`src/rtl/sme_job_feeder.sv`:
```
// Buffers one string/pattern job, replays it to the SME as a gap-free burst, holds the result.
// Optional WAIT_RES watchdog: define SME_FEED_TIMEOUT_EN.
module sme_job_feeder #(
  parameter int STR_MAX        = 32,
  parameter int PAT_MAX        = 10,
  parameter int TIMEOUT_CYCLES = 256
) (
  input  logic       clk,
  input  logic       reset,
  input  logic       in_valid,
  output logic       in_ready,
  input  logic [7:0] in_data,
  input  logic       in_sel,
  input  logic       in_last,
  output logic [7:0] sme_chardata,
  output logic       sme_isstring,
  output logic       sme_ispattern,
  input  logic       sme_valid,
  input  logic       sme_match,
  input  logic [4:0] sme_match_index,
  output logic       res_valid,
  input  logic       res_ready,
  output logic       res_match,
  output logic [4:0] res_index,
  output logic       res_err,
  output logic       res_timeout,
  output logic [7:0] job_cnt
);
  localparam int SW = $clog2(STR_MAX);
  localparam int PW = $clog2(PAT_MAX);

  typedef enum logic [2:0] {
    LOAD, SEND_STR, SEND_PAT, KICK, WAIT_RES, RESULT
  } state_t;

  state_t r_state, w_state_n;

  logic [7:0] r_sbuf [STR_MAX];
  logic [7:0] r_pbuf [PAT_MAX];
  logic [5:0] r_str_cnt, r_pat_cnt, r_idx, w_idx_n;
  logic       r_err, r_seen_pat, r_has_lit, r_rdy;
  logic [7:0] r_cd, w_cd_n;
  logic       r_is, w_is_n, r_ip, w_ip_n;
  logic       r_rv, r_rm, r_re, r_rt;
  logic [4:0] r_ri;
  logic [7:0] r_job;

  logic       w_acc, w_psel, w_sdrop, w_pdrop, w_swr, w_pwr;
  logic       w_anchor, w_lit, w_berr;
  logic [7:0] w_p0;
  logic       w_skip, w_cap, w_done;

`ifdef SME_FEED_TIMEOUT_EN
  logic [15:0] r_tmo;
  logic        w_tmo;
  assign w_tmo = (r_state == WAIT_RES) & ~sme_valid &
                 (r_tmo == 16'(TIMEOUT_CYCLES - 1));

  always_ff @(posedge clk or posedge reset) begin
    if (reset) begin
      r_tmo <= 16'd0;
    end else if (r_state == WAIT_RES) begin
      r_tmo <= r_tmo + 16'd1;
    end else begin
      r_tmo <= 16'd0;
    end
  end
`else
  logic w_unused_tmo;
  assign w_unused_tmo = ^16'(TIMEOUT_CYCLES);
`endif

  // in_last forces the byte into the pattern buffer
  assign w_psel   = in_sel | in_last;
  assign w_acc    = in_valid & r_rdy;
  assign w_sdrop  = r_seen_pat | (r_str_cnt == 6'(STR_MAX));
  assign w_pdrop  = (r_pat_cnt == 6'(PAT_MAX));
  assign w_swr    = w_acc & ~w_psel & ~w_sdrop;
  assign w_pwr    = w_acc & w_psel & ~w_pdrop;
  assign w_anchor = (in_data == 8'h5E) | (in_data == 8'h24);
  assign w_lit    = r_has_lit | (w_pwr & ~w_anchor);
  assign w_berr   = w_acc & ((~w_psel & w_sdrop) |
                    (w_psel & w_pdrop) | (in_last & ~in_sel));
  // first pattern byte may be arriving this very cycle
  assign w_p0     = (r_pat_cnt == 6'd0) ? in_data : r_pbuf[0];

  always_comb begin
    w_state_n = r_state;
    w_idx_n   = r_idx;
    w_cd_n    = 8'd0;
    w_is_n    = 1'b0;
    w_ip_n    = 1'b0;
    w_skip    = 1'b0;
    w_cap     = 1'b0;
    w_done    = 1'b0;
    unique case (r_state)
      LOAD: begin
        if (w_acc & in_last) begin
          if (!w_lit) begin
            w_state_n = RESULT;
            w_skip    = 1'b1;
          end else if (r_str_cnt != 6'd0) begin
            w_state_n = SEND_STR;
            w_cd_n    = r_sbuf[0];
            w_is_n    = 1'b1;
            w_idx_n   = 6'd1;
          end else begin
            w_state_n = SEND_PAT;
            w_cd_n    = w_p0;
            w_ip_n    = 1'b1;
            w_idx_n   = 6'd1;
          end
        end
      end
      SEND_STR: begin
        if (r_idx == r_str_cnt) begin
          w_state_n = SEND_PAT;
          w_cd_n    = r_pbuf[0];
          w_ip_n    = 1'b1;
          w_idx_n   = 6'd1;
        end else begin
          w_cd_n  = r_sbuf[r_idx[SW-1:0]];
          w_is_n  = 1'b1;
          w_idx_n = r_idx + 6'd1;
        end
      end
      SEND_PAT: begin
        if (r_idx == r_pat_cnt) begin
          w_state_n = KICK;
        end else begin
          w_cd_n  = r_pbuf[r_idx[PW-1:0]];
          w_ip_n  = 1'b1;
          w_idx_n = r_idx + 6'd1;
        end
      end
      KICK: w_state_n = WAIT_RES;
      WAIT_RES: begin
        if (sme_valid) begin
          w_state_n = RESULT;
          w_cap     = 1'b1;
        end
`ifdef SME_FEED_TIMEOUT_EN
        else if (w_tmo) begin
          w_state_n = RESULT;
        end
`endif
      end
      RESULT: begin
        if (res_ready) begin
          w_state_n = LOAD;
          w_done    = 1'b1;
        end
      end
      default: w_state_n = LOAD;
    endcase
  end

  always_ff @(posedge clk or posedge reset) begin
    if (reset) begin
      r_state <= LOAD;
    end else begin
      r_state <= w_state_n;
    end
  end

  always_ff @(posedge clk or posedge reset) begin
    if (reset) begin
      for (int i = 0; i < STR_MAX; i++) r_sbuf[i] <= 8'd0;
      for (int i = 0; i < PAT_MAX; i++) r_pbuf[i] <= 8'd0;
      r_str_cnt  <= 6'd0;
      r_pat_cnt  <= 6'd0;
      r_idx      <= 6'd0;
      r_err      <= 1'b0;
      r_seen_pat <= 1'b0;
      r_has_lit  <= 1'b0;
      r_rdy      <= 1'b0;
      r_cd       <= 8'd0;
      r_is       <= 1'b0;
      r_ip       <= 1'b0;
      r_rv       <= 1'b0;
      r_rm       <= 1'b0;
      r_ri       <= 5'd0;
      r_re       <= 1'b0;
      r_rt       <= 1'b0;
      r_job      <= 8'd0;
    end else begin
      r_rdy <= (w_state_n == LOAD);
      r_idx <= w_idx_n;
      r_cd  <= w_cd_n;
      r_is  <= w_is_n;
      r_ip  <= w_ip_n;
      if (w_swr) begin
        r_sbuf[r_str_cnt[SW-1:0]] <= in_data;
        r_str_cnt <= r_str_cnt + 6'd1;
      end
      if (w_pwr) begin
        r_pbuf[r_pat_cnt[PW-1:0]] <= in_data;
        r_pat_cnt <= r_pat_cnt + 6'd1;
      end
      if (w_acc & w_psel) r_seen_pat <= 1'b1;
      if (w_pwr & ~w_anchor) r_has_lit <= 1'b1;
      if (w_berr) r_err <= 1'b1;
      if (w_skip) begin
        r_rv <= 1'b1;
        r_re <= 1'b1;
      end
      if (w_cap) begin
        r_rv <= 1'b1;
        r_rm <= sme_match;
        r_ri <= sme_match ? sme_match_index : 5'd0;
        r_re <= r_err;
      end
`ifdef SME_FEED_TIMEOUT_EN
      if (w_tmo) begin
        r_rv <= 1'b1;
        r_rt <= 1'b1;
        r_re <= r_err;
      end
`endif
      if (w_done) begin
        r_rv       <= 1'b0;
        r_rm       <= 1'b0;
        r_ri       <= 5'd0;
        r_re       <= 1'b0;
        r_rt       <= 1'b0;
        r_job      <= r_job + 8'd1;
        r_str_cnt  <= 6'd0;
        r_pat_cnt  <= 6'd0;
        r_err      <= 1'b0;
        r_seen_pat <= 1'b0;
        r_has_lit  <= 1'b0;
      end
    end
  end

  assign in_ready      = r_rdy;
  assign sme_chardata  = r_cd;
  assign sme_isstring  = r_is;
  assign sme_ispattern = r_ip;
  assign res_valid     = r_rv;
  assign res_match     = r_rm;
  assign res_index     = r_ri;
  assign res_err       = r_re;
  assign res_timeout   = r_rt;
  assign job_cnt       = r_job;

endmodule

```
`config.mk`:
```
export PLATFORM = sky130hd
export DESIGN_NAME = sme_job_feeder
export DESIGN_NICKNAME = d
export VERILOG_FILES = /design/src/rtl/sme_job_feeder.sv
export SDC_FILE = /design/constraint.sdc
export NUM_CORES = 1
export LEC_CHECK = 0
export ABC_CLOCK_PERIOD_IN_PS = 13740
export BUFFER_PORTS_ARGS = -buffer_cell sky130_fd_sc_hd__buf_2
export CAP_MARGIN = 40
export CORE_UTILIZATION = 45
export DETAILED_ROUTE_END_ITERATION = 8
export PLACE_DENSITY = 0.61
export SLEW_MARGIN = 20
export SYNTH_ARGS = -nofsm -noshare
export SYNTH_HDL_FRONTEND = slang
export SYNTH_SLANG_ARGS = --single-unit
export TNS_END_PERCENT = 1
```
`constraint.sdc`:
```
create_clock -name clk -period 13.74 [get_ports clk]
set_clock_uncertainty 0.15 [all_clocks]
set_input_delay 0.687 -clock clk [delete_from_list [all_inputs] [get_ports clk]]
set_output_delay 0.687 -clock clk [all_outputs]
set_load 0.01 [all_outputs]
```
## After elaboration in Yosys (flattened, before gate mapping)

Index checks and enable logic that the tools add are counted.

| cells by class | value |
|---|---|
| $lt $le $gt $ge | 6 |
| bitwise gates (word level) | 26 |
| add/subtract/negate cells | 4 |
| mux-type cells | 70 |
| equal/unequal tests | 14 |
| reduce and logical (&&, ||, !) cells | 15 |

Operators by type and width:

| kind | count |
|---|---|
| bitwise mux 256 bit | 1 |
| 2-to-1 mux 8 bit | 12 |
| bitwise mux 80 bit | 1 |
| 2-to-1 mux 6 bit | 8 |
| binary-select mux 8 bit (select 5 bit) | 1 |
| demux 8 bit (select 5 bit) | 1 |
| binary-select mux 8 bit (select 4 bit) | 1 |
| demux 8 bit (select 4 bit) | 1 |
| 2-to-1 mux 1 bit | 29 |
| case mux 8 bit (3 select lines) | 1 |
| adder 6 x 1 -> 6 bit, second input constant | 3 |
| 2-to-1 mux 3 bit | 6 |
| case mux 3 bit (6 select lines) | 1 |
| case mux 6 bit (3 select lines) | 1 |
| 2-to-1 mux 5 bit | 3 |
| == test 6 bit | 2 |
| >= comparator 6 bit, second input constant | 2 |
| NOT 5 -> 6 bit | 2 |
| nonzero test 2 bit | 6 |
| AND 1 bit | 11 |
| >= comparator 5 bit, second input constant | 2 |
| NOT 4 -> 5 bit | 2 |
| adder 8 x 1 -> 8 bit, second input constant | 1 |
| == test 8 x 6 -> 1 bit, second input constant | 1 |
| other kinds (20) | 36 |

| word-level totals | value |
|---|---|
| logic and storage cells | 193 |
| register bits after elaboration | 387 |
| output and inout bits | 28 |

## Logic depth before layout (Yosys ltp)

Gate-level depths: netlist (run 1).

| depth | value |
|---|---|
| depth in word-level cells | 11 |
| depth in mapped cells | 10 |

## Worst setup path after synthesis (run 1)

Ideal clock, no wire load.

| timing path | value |
|---|---|
| path kind | register to register |
| start point | register r_str_cnt[0] |
| end point | register r_sbuf[128] in the netlist's numbering |
| arrival time | 2.297 ns |
| slack | 11.168 ns |
| data required time | 13.465 ns |
| clock period less this slack | 2.572 ns |
| stages on the path, launching flop included | 9 |
| library setup time | 0.125 ns |
| path through | dfrtp_1 > inv_1 > ha_1 > nor4b_2 > a2111oi_2 > buf_4 > nand2_1 > nor3_4 > mux2_2 |

| between the ends | value |
|---|---|
| cells in the longest elaborated chain, start to end | 6 |
| elaborated cells on any way between the ends | 11 |
| classes of those cells | order compare: 2; eq/ne: 1; mux: 3; bitwise: 4; reduce/logical: 1 |

RTL lines:

| item | line | text |
|---|---|---|
| start, declared | 40 | `logic [5:0] r_str_cnt, r_pat_cnt, r_idx, w_idx_n;` |
| start signal, assigned | 194 | `r_str_cnt <= r_str_cnt + 6'd1;` |
| NOT 5 -> 6 bit (implied by the code) | 193 | `r_sbuf[r_str_cnt[SW-1:0]] <= in_data;` |
| >= comparator 6 bit (implied by the code) / < comparator 6 x 1 -> 1 bit (equally long branches) | 193 |  |
| logical AND 1 bit (implied by the code) | 193 |  |
| 2-to-1 mux 8 bit (implied by the code) | 193 |  |
| demux 8 bit (select 5 bit) | 193 |  |
| bitwise mux 256 bit | 193 |  |
| end signal, assigned by index | 193 |  |
| end, declared | 38 | `logic [7:0] r_sbuf [STR_MAX];` |

Parallel ways exist; a longest one is shown, timed or not.
A chain may end at the register's enable or synchronous reset.

## Worst setup path in the final report (run 1)

| timing path | value |
|---|---|
| start point | register r_idx[1] |
| end point | register r_cd[0] (netlist: sme_chardata[0]) |

| between the ends | value |
|---|---|
| cells in the longest elaborated chain, start to end | 6 |
| elaborated cells on any way between the ends | 13 |
| classes of those cells | eq/ne: 2; mux: 9; bitwise: 2 |

RTL lines:

| item | line | text |
|---|---|---|
| start, declared | 40 |  |
| start signal, assigned | 188 | `r_idx <= w_idx_n;` |
| NOT 5 -> 6 bit (implied by the code) / NOT 4 -> 5 bit (equally long branches) | 122, 131 |  |
| binary-select mux 8 bit (select 5 bit) / binary-select mux 8 bit (select 4 bit) (equally long branches) | 122, 131 |  |
| 2-to-1 mux 8 bit, on equally long branches (2 in a row) | 122, 131 |  |
| 2-to-1 mux 8 bit, on equally long branches | 116, 128 |  |
| case mux 8 bit (3 select lines) (*) | 96 | `unique case (r_state)` |
| net w_cd_n[0] | 42 | `logic [7:0] r_cd, w_cd_n;` |
| end signal, assigned | 189 | `r_cd <= w_cd_n;` |
| end, declared | 42 |  |

The timed path passes the listed nets; every way through them passes the cells marked *. The select of a mux whose other input is x is not followed.

==> impl_metrics.yaml, run 1 <==
status:
  status: "complete, no violations"
floorplan:
  die_area_um2: 41600
  core_um2: 40000
  ios: 49
  die_y_um: 204
  initial_core_util_pct: 45.9
  rows: 73
  die_w_um: 204
timing:
  post-route-period-util_pct: 24.4
  period_minus_slack_ns: 3.35
  tightest_slew_ns: 0.953
  slew_violations: 0
  setup_violations: 0
  tns_ns: 0
  max_freq_mhz: 298
  slew-limit-headroom_pct: 36.5
  final_hold_viol_count: 0
  rsz0062_at_grt: "no"
clocking:
  cts_buffer_depth: 3
  clock_latency_ns: 0.57
  h-tree-depth: 2
  post_cts_buffers: 0
  cts_sinks: 387
  cts_made_buffers: 43
  cts_root_buf: "clkbuf_16"
  cts-resized-gates: 0
  cts_tree: "yes"
  clk_pin_slew_ns: 0.06
placement:
  routabilityCongestion: 0.798
  io_buffers: 47
  hpwl_mm: 28.6
  place_area_um2: 19100
worst_setup_path:
  path_cells: "buf_4 -> mux4_2 -> mux4_2 -> a22oi_1 -> nand2_1"
  cp_num_buf_inv: 1
  cp.depth: 5
  crit_top_cell: "mux4_2"
  start_kind: "flip-flop"
  crit_fanout: 54
  cpPeakStageDelay_ns: 0.81
  crit_slowest_cell: "dfrtp_4"
  worst_setup_path_end_kind: "flip-flop"
  cp.required_ns: 14.02
  arrival_ns: 3.64
  criticalPathCategory: "reg -> reg"
  path_delay_family: "multiplexers"
  rr_worst_depth: 5
detailed_routing:
  antenna_left: 0
  drt-total-wl_mm: 45.8
  vias_per_cell: 5.88
  first_pass_iters: 5
  vias: 11200
  drt_first_iter_violations: 752
  route.detailed.drc: 0
  wire_per_inst_um: 24.1
yosys:
  synth_top_area_cell: "dfrtp_1"
  ys_seq_area_share_pct: 52.8
  avgSynthCellArea_um2: 13.9
  synth_nets: 1353
  synth_warnings: 0
  synth_top_cell_area_share_pct: 52.8
  netlist_area_um2: 18400
  synth_cell_types: 66
  synth_cells: 1322
  ys.flop_type: "dfrtp_1"
  ys_ff_latch: 387
  synth_edf_count: 0
  synth_area_leaders: "dfrtp_1, mux2_2, mux4_2, mux2i_1, nand2_1"
  async_reset_ff_share_pct: 100
layout:
  fill_cells: 3463
  postLayoutCellArea_um2: 20500
  syn2layout_area_growth_pct: 11.7
  seq_area_um2: 9690
  multi_input_area_um2: 8200
  antenna_cells: 0
  drive_gt1_share_pct: 41.6
  fin_nets: 1376
global_routing:
  grt_util_all_layers_pct: 23.0
  grt_start_max_net_pins: 166
  grt_pass1_vias: 11700
  grt_pass1_wl_mm: 71.6
  grt_overflow: 0
  antenna_found_initial: 0
power_and_ir_drop:
  cellPowerDensity_nw_per_um2: 169
  total_power_uw: 3470
  leakagePower_uw: 0.00986
  ir_drop_v: 0.000105
worst_hold_path:
  hp-class: "in -> reg"
  hold_depth: 2
run:
  drv_cap: 0
report_power, final:
| group | leakage (uW) | internal (uW) | switching, uW |
|---|---|---|---|
| clock | 0.000657 | 647 | 461 |
| sequential | 0.00527 | 1300 | 148 |
| combinational | 0.00394 | 420 | 488 |
synth_stat cells, types with 7 or more instances:
| cell | count |
|---|---|
| mux4_2 | 66 |
| nand4_1 | 11 |
| o21ai_0 | 11 |
| nand2_1 | 59 |
| ha_1 | 10 |
| a211oi_1 | 7 |
| nor2_1 | 50 |
| xnor2_1 | 16 |
| inv_1 | 7 |
| a22oi_1 | 21 |
| mux2_2 | 343 |
| buf_2 | 29 |
| nand2_4 | 8 |
| o22ai_1 | 9 |
| dfrtp_1 | 387 |
| xor2_1 | 12 |
| nand3_1 | 20 |
| nor3_1 | 8 |
| and2_1 | 14 |
| clkbuf_1 | 54 |
| nor2b_1 | 8 |
| mux2i_1 | 50 |
| a21oi_1 | 26 |
| nor3b_1 | 8 |
placed cells by master, fill, tap and decap left out, drive strengths merged, types with 3 or more instances in the layout:
cell type	synthesis	final
a211oi	7	7
a21oi	26	26
a22o	5	5
a22oi	21	21
a31oi	4	4
and2	14	14
and3	6	6
buf	42	75
clkbuf	56	62
clkinv	1	7
dfrtp	387	387
ha	10	10
inv	7	8
mux2	347	347
mux2i	50	50
mux4	66	66
nand2	67	67
nand2b	5	5
nand3	20	20
nand4	11	11
nor2	51	51
nor2b	8	8
nor3	9	9
nor3b	9	9
o21ai	12	12
o221ai	4	4
o22ai	9	9
o31ai	3	3
or2	3	3
xnor2	16	16
xor2	12	12
logic make-up after synthesis:
family	synth area share [%]
AOI/OAI and AO/OA	4.21
xor gates and xnor gates	1.34
adders and majority gates	0.682
buffers and inverters	2.58
DFF	52.8
muxes	32.1
other	0.0204
and+or+nand+nor	6.29
final cells by class:
type                            count  share of cell area, %
Sequential cell                   387                   47.3
Tap cell                          525                   3.21
Multi-Input combinational cell    829                   40.0
Clock inverter                     10                  0.464
Timing Repair Buffer               76                   2.77
Clock buffer                       62                   6.09
Inverter                            8                  0.183
per-stage QoR:
stage / hold slack, ns / instances / util, % / worst slack [ns]
2_1_floorplan: 0.309 / 1322 / - / 2.15
3_3_place_gp: 0.308 / 1816 / 47.4 / 9.99
3_5_place_dp: 0.316 / 1823 / 47.8 / 10.32
4_1_cts: 0.155 / 1896 / 51.2 / 10.30
5_1_grt: 0.165 / 1897 / 51.2 / 10.09
6_report: 0.187 / 1897 / 51.2 / 10.39
sequential cells by signal, indices dropped and copies added (netlist names):
register,cells
in_ready,1
job_cnt,8
r_err,1
r_has_lit,1
r_idx,6
r_pat_cnt,6
r_pbuf,80
r_sbuf,256
r_seen_pat,1
r_state,3
r_str_cnt,6
res_err,1
res_index,5
res_match,1
res_valid,1
sme_chardata,8
sme_ispattern,1
sme_isstring,1
worst paths after layout:
check                              startpoint         endpoint  slack, ns
min reg2reg                        job_cnt[7]       job_cnt[7]       0.31
max in group asynchronous               reset       r_sbuf[84]      10.51
max reg2reg                          r_idx[1]  sme_chardata[0]      10.39
min in group asynchronous               reset       r_sbuf[43]       0.55
min                        sme_match_index[2]     res_index[2]       0.19
max                                  r_idx[1]  sme_chardata[0]      10.39
metal layers:
layer  vias up  track usage (%)  routed length [um]
met5         -                0                   0
met4         0             6.48                1060
met3        70             4.27                2350
met2       277             36.5               21500
met1      5908             32.3               20800
li1       4908                -                   -
what timing repair did:
action,4_1_cts,5_1_grt
endpoints found under the hold margin,27,0
hold buffers,1,0
setup endpoints to repair,0,0
No activity file was read; power rests on OpenSTA's default activity.
==> run 2, diff against run 1 <==
Settings changed: ABC_CLOCK_PERIOD_IN_PS 13740 to 3130.
Clock period 13.74 ns to 3.13 ns, I/O delays scaled along.
==> impl_metrics.yaml, run 2 (same netlist as run 1, synthesis figures left out) <==
status:
  status: "complete, no violations"
run:
  drv_cap: 0
floorplan:
  die_y_um: 204
  die_w_um: 204
  rows: 73
  ios: 49
  core_um2: 40000
  die_area_um2: 41600
  initial_core_util_pct: 45.9
clocking:
  post_cts_buffers: 0
  h-tree-depth: 2
  cts_buffer_depth: 3
  cts-resized-gates: 0
  cts_root_buf: "clkbuf_16"
  clock_latency_ns: 0.55
  cts_tree: "yes"
  clk_pin_slew_ns: 0.06
  cts_sinks: 387
  cts_made_buffers: 43
timing:
  rsz0062_at_grt: "yes"
  period_minus_slack_ns: 3.01
  tightest_slew_ns: 0.805
  setup_violations: 0
  final_hold_viol_count: 0
  max_freq_mhz: 333
  slew_violations: 0
  slew-limit-headroom_pct: 46.2
  tns_ns: 0
  post-route-period-util_pct: 96.1
placement:
  hpwl_mm: 29.9
  routabilityCongestion: 0.834
  io_buffers: 47
  dp_cells: 1843
detailed_routing:
  drt_first_iter_violations: 767
  vias_per_cell: 5.79
  first_pass_iters: 5
  antenna_left: 0
  wire_per_inst_um: 23.7
  route.detailed.drc: 0
  vias: 11200
  drt-total-wl_mm: 45.9
layout:
  largest_reg_flops: 256
  layout_common_cells: "dfrtp_1, mux2_2, mux4_2"
  drive_gt1_share_pct: 42.7
  syn2layout_area_growth_pct: 14.1
  regMostFlops: "r_sbuf"
  antenna_cells: 0
  finalNonFillerCells: 1934
  final_common_cell: "dfrtp_1"
  top_regs: "r_sbuf (256), r_pbuf (80)"
  fin_nets: 1411
  fill_cells: 3388
worst_setup_path:
  crit_fanout: 13
  worst_setup_path_end_kind: "flip-flop"
  criticalPathCategory: "reg -> reg"
  arrival_ns: 3.29
  cp.required_ns: 3.41
  start_kind: "flip-flop"
global_routing:
  grt_pass1_wl_mm: 71.8
  grt_util_all_layers_pct: 22.8
  grt_overflow: 0
  grt_start_max_net_pins: 140
  antenna_found_initial: 0
  grt_pass1_vias: 11500
power_and_ir_drop:
  leakagePower_uw: 0.0101
  cellPowerDensity_nw_per_um2: 757
  ir_drop_v: 0.000483
  total_power_uw: 15800
worst_hold_path:
  hp-class: "in -> reg"
## run 2: changes by cell type in the layout (fill, tap and decap cells not counted), sizes merged, moves of 2 or more
cell	change
buf	+19
dlygate4sd3	+15
clkbuf	-3
bufinv	+6
inv	-2
clkinv	+3
## run 2: metrics by stage
step | instance area [um2] | util (%) | hold WS, ns | setup slack, ns
finish | 20900 | 52.3 | 0.0629 | 0.123
global route | 20900 | 52.3 | 0.0630 | -0.00886
CTS | 20900 | 52.3 | 0.0329 | 0.136
detailed placement | 19200 | 48.1 | 0.152 | 0.160
global placement | 19200 | 48.1 | 0.159 | 0.198
floorplan | 18400 | - | 0.139 | -2.38
## run 2: layout make-up
class	instances	area, um2	area share [%]
clock buffers	58	1270	6.09
clock inverters	16	255	1.22
inverters	8	33.8	0.161
multi-input cells	829	8200	39.2
flip-flops and latches	387	9690	46.3
well taps	525	657	3.14
repair buffers	111	818	3.91
## run 2: final timing paths
| path | from | end | slack (ns) | cells past startpoint |
|---|---|---|---|---|
| worst max-delay path | r_str_cnt[1] | r_sbuf[212] | 0.12 | 8 |
| max in group asynchronous | reset | r_sbuf[214] | 1.93 | 4 |
| worst max register to register | r_str_cnt[1] | r_sbuf[212] | 0.12 | 8 |
| worst min register to register | job_cnt[7] | job_cnt[7] | 0.31 | 1 |
| worst min-delay path | in_valid | r_pat_cnt[0] | 0.06 | 5 |
| min in group asynchronous | reset | r_str_cnt[5] | 0.15 | 4 |
## run 2: what timing repair did
action	in CTS	in global routing
hold endpoints to repair	401	0
endpoints found under the setup margin	0	6
hold buffers	16	0
## run 2: per-layer routing
| metal | part of all wire, % | routed length (um) | track usage (%) |
|---|---|---|---|
| met1 | 47 | 21500 | 33.0 |
| met3 | 3.8 | 1750 | 2.98 |
| met2 | 47 | 21600 | 36.1 |
| met4 | 2.1 | 978 | 5.86 |
| met5 | 0 | 0 | 0 |
## run 2: power by group
| part | leakage [uW] | switching, uW | internal [uW] | total (uW) |
|---|---|---|---|---|
| registers | 0.00527 | 660 | 5730 | 6390 |
| clock network | 0.000764 | 2020 | 3410 | 5430 |
| logic | 0.00409 | 2110 | 1920 | 4030 |
## run 2: worst max-delay path, stage by stage (launching register included)
cell	delay [ns]
dfrtp_1	0.35
inv_1	0.08
ha_1	0.19
nor4b_2	0.19
a2111oi_2	0.38
buf_4	0.24
and2_1	0.47
nand2_1	0.44
mux2_2	0.41
